### src/rtl/flght_pkg.sv
// +----------------------------------------------------------------------------+
// | flght_pkg : shared types, widths and saturation helpers for flght_pd_seq   |
// | Revision  : 1.0                                                            |
// +----------------------------------------------------------------------------+
`default_nettype none

package flght_pkg;

  typedef enum logic [1:0] {
    IDLE = 2'd0,
    ERR  = 2'd1,
    TERM = 2'd2,
    MIX  = 2'd3
  } state_t;

  typedef enum logic [1:0] {
    PTCH = 2'd0,
    ROLL = 2'd1,
    YAW  = 2'd2
  } axis_t;

  localparam int MEAS_W  = 16;
  localparam int ERR_W   = 10;
  localparam int DDIFF_W = 7;
  localparam int SPD_W   = 11;
  localparam int P_W     = 10;
  localparam int D_W     = 12;
  localparam int SUM_W   = 14;
  localparam logic [SPD_W-1:0] SPD_MAX = 11'h7FF;

  function automatic logic signed [ERR_W-1:0] sat_err(input logic signed [MEAS_W:0] x);
    if (x > 17'sd511)       return 10'sd511;
    else if (x < -17'sd512) return -10'sd512;
    else                    return ERR_W'(x);
  endfunction

  function automatic logic signed [DDIFF_W-1:0] sat_ddiff(input logic signed [ERR_W:0] x);
    if (x > 11'sd63)       return 7'sd63;
    else if (x < -11'sd64) return -7'sd64;
    else                   return DDIFF_W'(x);
  endfunction

  function automatic logic [SPD_W-1:0] clamp_spd(input logic signed [SUM_W-1:0] x);
    if (x < 14'sd0)         return '0;
    else if (x > 14'sd2047) return SPD_MAX;
    else                    return SPD_W'(x);
  endfunction

endpackage

`default_nettype wire

### src/rtl/err_hist_queue.sv
// +----------------------------------------------------------------------------+
// | err_hist_queue : per-axis error history shift register, oldest entry out   |
// | Revision       : 1.0                                                       |
// +----------------------------------------------------------------------------+
`default_nettype none

module err_hist_queue #(
  parameter int DEPTH = 12,
  parameter int WIDTH = 10
) (
  input  logic             clk,
  input  logic             rst_n,
  input  logic             push_i,
  input  logic             clr_i,
  input  logic [WIDTH-1:0] din_i,
  output logic [WIDTH-1:0] oldest_o
);

  logic [WIDTH-1:0] mem_q [DEPTH];

  always_ff @(posedge clk or negedge rst_n) begin
    if (!rst_n) begin
      for (int i = 0; i < DEPTH; i++) mem_q[i] <= '0;
    end else if (clr_i) begin
      for (int i = 0; i < DEPTH; i++) mem_q[i] <= '0;
    end else if (push_i) begin
      mem_q[0] <= din_i;
      for (int i = 1; i < DEPTH; i++) mem_q[i] <= mem_q[i-1];
    end
  end

  assign oldest_o = mem_q[DEPTH-1];

endmodule

`default_nettype wire

### src/rtl/flght_pd_seq.sv
// +----------------------------------------------------------------------------+
// | flght_pd_seq : 3-axis PD attitude controller with motor mixing, one shared |
// | datapath stepped axis by axis. Option FLGHT_OVERRUN_CNT_EN adds ovr_cnt.   |
// | Revision     : 1.0                                                         |
// +----------------------------------------------------------------------------+
`default_nettype none

module flght_pd_seq
  import flght_pkg::*;
#(
  parameter int          D_QUEUE_DEPTH = 12,
  parameter logic [5:0]  DTERM         = 6'd7,
  parameter logic [10:0] MIN_RUN_SPEED = 11'h2C0,
  parameter logic [10:0] CAL_SPEED     = 11'h1B0
) (
  input  logic               clk,
  input  logic               rst_n,
  input  logic               vld,
  input  logic signed [15:0] ptch,
  input  logic signed [15:0] roll,
  input  logic signed [15:0] yaw,
  input  logic signed [15:0] d_ptch,
  input  logic signed [15:0] d_roll,
  input  logic signed [15:0] d_yaw,
  input  logic [8:0]         thrst,
  input  logic               inertial_cal,
  output logic [10:0]        frnt_spd,
  output logic [10:0]        bck_spd,
  output logic [10:0]        lft_spd,
  output logic [10:0]        rght_spd,
`ifdef FLGHT_OVERRUN_CNT_EN
  output logic [7:0]         ovr_cnt,
`endif
  output logic               spd_vld
);

  state_t                    state_q;
  axis_t                     axis_q;
  logic signed [MEAS_W-1:0]  meas_q [3];
  logic signed [MEAS_W-1:0]  des_q  [3];
  logic [8:0]                thrst_q;
  logic signed [ERR_W-1:0]   err_q, err_d;
  logic signed [P_W-1:0]     p_q [3];
  logic signed [P_W-1:0]     p_d;
  logic signed [D_W-1:0]     d_q [3];
  logic signed [D_W-1:0]     d_d;
  logic [SPD_W-1:0]          frnt_q, bck_q, lft_q, rght_q;
  logic [SPD_W-1:0]          frnt_d, bck_d, lft_d, rght_d;
  logic                      spd_vld_q;
  logic [ERR_W-1:0]          hist_old [3];
  logic [2:0]                hist_push;

  logic signed [MEAS_W-1:0]  meas_sel, des_sel;
  logic [ERR_W-1:0]          old_sel;
  logic signed [MEAS_W:0]    err_raw;
  logic signed [12:0]        p_prod;
  logic signed [ERR_W:0]     ddiff;
  logic signed [DDIFF_W-1:0] ddiff_sat;
  logic signed [SUM_W-1:0]   base, t_p, t_r, t_y;

  generate
    for (genvar gi = 0; gi < 3; gi++) begin : g_hist
      assign hist_push[gi] = (state_q == TERM) && (axis_q == axis_t'(gi));
      err_hist_queue #(
        .DEPTH (D_QUEUE_DEPTH),
        .WIDTH (ERR_W)
      ) u_hist (
        .clk      (clk),
        .rst_n    (rst_n),
        .push_i   (hist_push[gi]),
        .clr_i    (inertial_cal),
        .din_i    (err_q),
        .oldest_o (hist_old[gi])
      );
    end
  endgenerate

  always_comb begin
    meas_sel = meas_q[0];
    des_sel  = des_q[0];
    old_sel  = hist_old[0];
    case (axis_q)
      ROLL:    begin meas_sel = meas_q[1]; des_sel = des_q[1]; old_sel = hist_old[1]; end
      YAW:     begin meas_sel = meas_q[2]; des_sel = des_q[2]; old_sel = hist_old[2]; end
      default: ;
    endcase

    err_raw   = $signed({meas_sel[MEAS_W-1], meas_sel}) - $signed({des_sel[MEAS_W-1], des_sel});
    err_d     = sat_err(err_raw);

    p_prod    = $signed({{3{err_q[ERR_W-1]}}, err_q}) * 13'sd5;
    p_d       = P_W'(p_prod >>> 3);
    ddiff     = $signed({err_q[ERR_W-1], err_q}) - $signed({old_sel[ERR_W-1], old_sel});
    ddiff_sat = sat_ddiff(ddiff);
    d_d       = $signed({{5{ddiff_sat[DDIFF_W-1]}}, ddiff_sat}) * $signed({6'd0, DTERM});

    // Each axis contributes P+D as one signed term to the mix
    base = $signed({5'd0, thrst_q}) + $signed({3'd0, MIN_RUN_SPEED});
    t_p  = $signed({{4{p_q[0][P_W-1]}}, p_q[0]}) + $signed({{2{d_q[0][D_W-1]}}, d_q[0]});
    t_r  = $signed({{4{p_q[1][P_W-1]}}, p_q[1]}) + $signed({{2{d_q[1][D_W-1]}}, d_q[1]});
    t_y  = $signed({{4{p_q[2][P_W-1]}}, p_q[2]}) + $signed({{2{d_q[2][D_W-1]}}, d_q[2]});

    frnt_d = clamp_spd(base + t_p - t_y);
    bck_d  = clamp_spd(base - t_p - t_y);
    lft_d  = clamp_spd(base - t_r + t_y);
    rght_d = clamp_spd(base + t_r + t_y);
  end

  always_ff @(posedge clk or negedge rst_n) begin
    if (!rst_n) begin
      state_q   <= IDLE;
      axis_q    <= PTCH;
      thrst_q   <= '0;
      err_q     <= '0;
      frnt_q    <= '0;
      bck_q     <= '0;
      lft_q     <= '0;
      rght_q    <= '0;
      spd_vld_q <= 1'b0;
      for (int i = 0; i < 3; i++) begin
        meas_q[i] <= '0;
        des_q[i]  <= '0;
        p_q[i]    <= '0;
        d_q[i]    <= '0;
      end
    end else begin
      spd_vld_q <= 1'b0;
      case (state_q)
        IDLE: begin
          if (vld) begin
            meas_q[0] <= ptch;   meas_q[1] <= roll;   meas_q[2] <= yaw;
            des_q[0]  <= d_ptch; des_q[1]  <= d_roll; des_q[2]  <= d_yaw;
            thrst_q   <= thrst;
            axis_q    <= PTCH;
            state_q   <= ERR;
          end
        end
        ERR: begin
          err_q   <= err_d;
          state_q <= TERM;
        end
        TERM: begin
          case (axis_q)
            PTCH: begin p_q[0] <= p_d; d_q[0] <= d_d; axis_q <= ROLL; state_q <= ERR; end
            ROLL: begin p_q[1] <= p_d; d_q[1] <= d_d; axis_q <= YAW;  state_q <= ERR; end
            YAW:  begin p_q[2] <= p_d; d_q[2] <= d_d; axis_q <= PTCH; state_q <= MIX; end
            default: state_q <= IDLE;
          endcase
        end
        MIX: begin
          frnt_q    <= frnt_d;
          bck_q     <= bck_d;
          lft_q     <= lft_d;
          rght_q    <= rght_d;
          spd_vld_q <= 1'b1;
          state_q   <= IDLE;
        end
        default: state_q <= IDLE;
      endcase
      // Calibration overrides whatever the mix produced
      if (inertial_cal) begin
        frnt_q <= CAL_SPEED;
        bck_q  <= CAL_SPEED;
        lft_q  <= CAL_SPEED;
        rght_q <= CAL_SPEED;
      end
    end
  end

`ifdef FLGHT_OVERRUN_CNT_EN
  logic [7:0] ovr_cnt_q;

  always_ff @(posedge clk or negedge rst_n) begin
    if (!rst_n) begin
      ovr_cnt_q <= '0;
    end else if (vld && (state_q != IDLE) && (ovr_cnt_q != 8'hFF)) begin
      ovr_cnt_q <= ovr_cnt_q + 8'd1;
    end
  end

  assign ovr_cnt = ovr_cnt_q;
`endif

  assign frnt_spd = frnt_q;
  assign bck_spd  = bck_q;
  assign lft_spd  = lft_q;
  assign rght_spd = rght_q;
  assign spd_vld  = spd_vld_q;

endmodule

`default_nettype wire

### config.mk
export PLATFORM = sky130hd
export DESIGN_NAME = flght_pd_seq
export DESIGN_NICKNAME = d
export VERILOG_FILES = /design/src/rtl/flght_pkg.sv /design/src/rtl/err_hist_queue.sv /design/src/rtl/flght_pd_seq.sv
export SDC_FILE = /design/constraint.sdc
export NUM_CORES = 1
export LEC_CHECK = 0
export BUFFER_PORTS_ARGS = -buffer_cell sky130_fd_sc_hd__buf_2
export CORE_AREA = 8 8 248 298
export DETAILED_ROUTE_END_ITERATION = 6
export DIE_AREA = 0 0 256 306
export PLACE_DENSITY = 0.61
export SLEW_MARGIN = 15
export SYNTH_ARGS = -nofsm -noshare
export SYNTH_HDL_FRONTEND = slang
export SYNTH_SLANG_ARGS = --single-unit
### constraint.sdc
create_clock -name clk -period 8.6 [get_ports clk]
set_input_delay 2.58 -clock clk [delete_from_list [all_inputs] [get_ports clk]]
set_output_delay 2.58 -clock clk [all_outputs]
set_load 0.01 [all_outputs]
==> flow_summary_export.csv <==
group,metric,value,unit
critical_path,crit_type,"register to register",
finish,drive_gt1_frac,0.123,
critical_path,startpoint_type,"register",
critical_path,reg2reg_slack,1970,ps
die,die_w,256,um
sta,rsz0062_at_grt,"false",
yosys,syn_inst,3347,
critical_path,cp.arrival,7180,ps
worst_hold_path,whs_endpoint,"frnt_spd[6]$_DFFE_PN0P_",
grt,grt_pass1_wl,121000,um
place,placed_area,0.0323,mm^2
sta,fin_skew,20.7,ps
yosys,synth_edf_count,0,
status,violations,"design-rule violations",
drt,drtPass1Iterations,7,
drt,drt-total-wl,73200,um
worst_hold_path,min-delay-start,"frnt_spd[6]$_DFFE_PN0P_",
finish,instances_no_fill,4373,
die,start_util,0.446,
place,dp_cells,4260,
sta,slew_headroom,0.234,
status,status,"finished, violations left",
finish,final_cell_mix,"nand2_1 (924), dfrtp_1 (587), a21oi_1 (470), inv_1 (157), ha_1 (153)",
yosys,synth_seq_cells,587,
place,dp_hpwl,50200,um
grt,grt_pass1_vias,22700,
sta,final_max_slew_viol_count,0,
sta,finalSetupViolCount,0,
sta,min_period_over_period,0.771,
cts,cts_root_buf,"clkbuf_16",
grt,grt_max_degree,160,
place,gp_congestion,0.881,
die,rows,106,
flow_run,maxCapViolCount,0,
drt,wl_per_cell,16.7,um
drt,viasPerCell,5.25,
cts,ctsLongestPathBuffers,3,
yosys,async_reset_ff_frac,1.00,
cts,cts_setup_buffers,0,
yosys,seq_area_frac_synth,0.477,
sta,fin_setup_tns,0,ps
critical_path,critPathMaxFanout,73,
grt,grt_usage,0.184,
critical_path,worstPathRequired,9150,ps
drt,num_vias,23000,
sta,min_period,6630,ps
grt,antenna_found_initial,0,
cts,cts-buffers-inserted,60,
place,io_buffers,153,
cts,cts_tree,"yes",
cts,post_cts_resized,0,
finish,design_area,0.0345,mm^2
drt,drc_errors,1,
finish,final_common_cell,"nand2_1",
die,coreArea,0.0691,mm^2
yosys,synth_nets,3670,
drt,ant_nets,0,
yosys,synth_ff_type,"dfrtp_1",
yosys,yosys_warnings,0,
critical_path,reg2reg_depth,25,
cts,insertion_delay,630,ps
die,ios,154,
cts,cts.sink_count,587,
sta,finalHoldViolCount,0,
finish,syn_to_final_growth,11.9,%
critical_path,worst_r2r_startpoint,"axis_q[0]$_DFFE_PN0P_",
critical_path,cp-end-kind,"register",
yosys,synth_cell_type_count,82,
yosys,syn-cell-area,0.0308,mm^2
sta,worstMarginPinSlew,1150,ps
finish,finalNetCount,3727,
critical_path,r2r_end,"d_q[34]$_DFFE_PN0P_",
cts,hold_buffers,0,
drt,dr.first_iter.drc_count,1586,
finish,diodes,0,
sta,timing.fmax,151,MHz
die,fp.dieArea,0.0783,mm^2
die,die_h,306,um
worst_hold_path,min_path_type,"register to register",
worst_hold_path,holdPathStages,2,
yosys,avgSynthCellArea,9.21,um^2
cts,clkTransAtPathRegs,70,ps
cts,htree_levels,2,
grt,gr-total-overflow,0,
-- per-layer routing --
| layer | GRT usage | vias to the layer above | share of wire |
|---|---|---|---|
| met5 | 0 | - | 0 |
| met1 | 0.234 | 11200 | 0.43 |
| met4 | 0.0440 | 0 | 0.021 |
| li1 | - | 11300 | - |
| met2 | 0.330 | 350 | 0.51 |
| met3 | 0.0260 | 96 | 0.033 |
-- cells in the mapped netlist (8+ instances only) --
cell type | count | area [um^2]
a211oi_1 | 11 | 82.6
nor2_1 | 109 | 409
dfrtp_1 | 587 | 14700
fa_1 | 58 | 1160
ha_1 | 156 | 1950
nor2b_1 | 17 | 106
nor3_1 | 29 | 145
a21oi_1 | 470 | 2350
o221a_2 | 8 | 90.1
and2_1 | 11 | 68.8
o21ai_0 | 132 | 661
mux2_2 | 98 | 1100
nand3_1 | 12 | 60.1
a31oi_1 | 11 | 68.8
xor2_1 | 32 | 280
clkbuf_1 | 156 | 586
xnor2_1 | 55 | 482
a21o_1 | 26 | 195
nand4_1 | 8 | 50.1
o31ai_1 | 11 | 82.6
o21a_1 | 21 | 158
o21bai_1 | 25 | 188
mux2i_1 | 12 | 120
inv_1 | 157 | 589
nand2b_1 | 25 | 156
nand2_1 | 927 | 3480
buf_1 | 19 | 71.3
a22oi_1 | 47 | 353
-- logic make-up (layout without fill, tap and decap cells) --
group / count (synthesis) / count (layout) / share of synthesized area
xor gates and xnor gates: 88 / 88 / 0.0253
and+or+nand+nor: 1177 / 1177 / 0.156
muxes: 111 / 111 / 0.0401
AOI/OAI and AO/OA: 833 / 833 / 0.160
DFF: 587 / 587 / 0.477
buffers and inverters: 337 / 445 / 0.0413
adders and majority gates: 214 / 214 / 0.101
-- cell type report --
class | count | area [um^2]
Inverter | 157 | 589
Multi-Input combinational cell | 2423 | 14900
Timing Repair Buffer | 175 | 988
Clock inverter | 31 | 435
Tap cell | 918 | 1150
Clock buffer | 82 | 1740
Fill cell | 6546 | 34600
Sequential cell | 587 | 14700
-- sequential cells by signal, indices dropped and copies added, names as in the netlist --
signal,count
axis_q,2
bck_spd,11
d_q,33
des_q,48
err_q,10
frnt_spd,11
g_hist.u_hist.mem_q,330
g_hist.u_hist.oldest_o,30
lft_spd,11
meas_q,48
p_q,30
rght_spd,11
spd_vld,1
state_q,2
thrst_q,9
-- worst max-delay path, cell delays in order (launching register included) --
cell	delay, ps
dfrtp_1	400
inv_1	100
ha_2	440
buf_4	560
o21ai_0	200
ha_1	370
o21ai_0	190
nand2b_1	140
a311oi_4	380
nor2_2	220
inv_1	220
nand2_1	120
a32oi_1	380
inv_1	110
ha_1	320
fa_1	460
ha_1	340
nor2b_1	140
o21ai_0	170
nand2b_1	110
a21o_1	180
a21o_2	240
nand2b_1	90
mux2i_2	140
or4_1	430
nand3_1	80
-- worst max path at each step --
stage,end,depth (start not counted),from
3_3_place_gp,d_q[22]$_DFFE_PN0P_,25,axis_q[0]$_DFFE_PN0P_
3_5_place_dp,d_q[34]$_DFFE_PN0P_,25,axis_q[0]$_DFFE_PN0P_
4_1_cts,d_q[34]$_DFFE_PN0P_,25,axis_q[0]$_DFFE_PN0P_
5_1_grt,d_q[33]$_DFFE_PN0P_,24,axis_q[0]$_DFFE_PN0P_
2_1_floorplan,d_q[10]$_DFFE_PN0P_,29,axis_q[0]$_DFFE_PN0P_
6_report,d_q[34]$_DFFE_PN0P_,25,axis_q[0]$_DFFE_PN0P_
-- per-stage QoR --
| stage | utilization | worst slack, ps | hold WS, ps |
|---|---|---|---|
| floorplan | - | 2620 | 450 |
| global placement | 0.468 | 2080 | 460 |
| detailed placement | 0.468 | 1940 | 462 |
| CTS | 0.499 | 1910 | 476 |
| global route | 0.499 | 1360 | 491 |
| finish | 0.499 | 1970 | 471 |
Power is not shown: default switching activity piles up to over one toggle a cycle in this logic, so the estimate is an artifact.
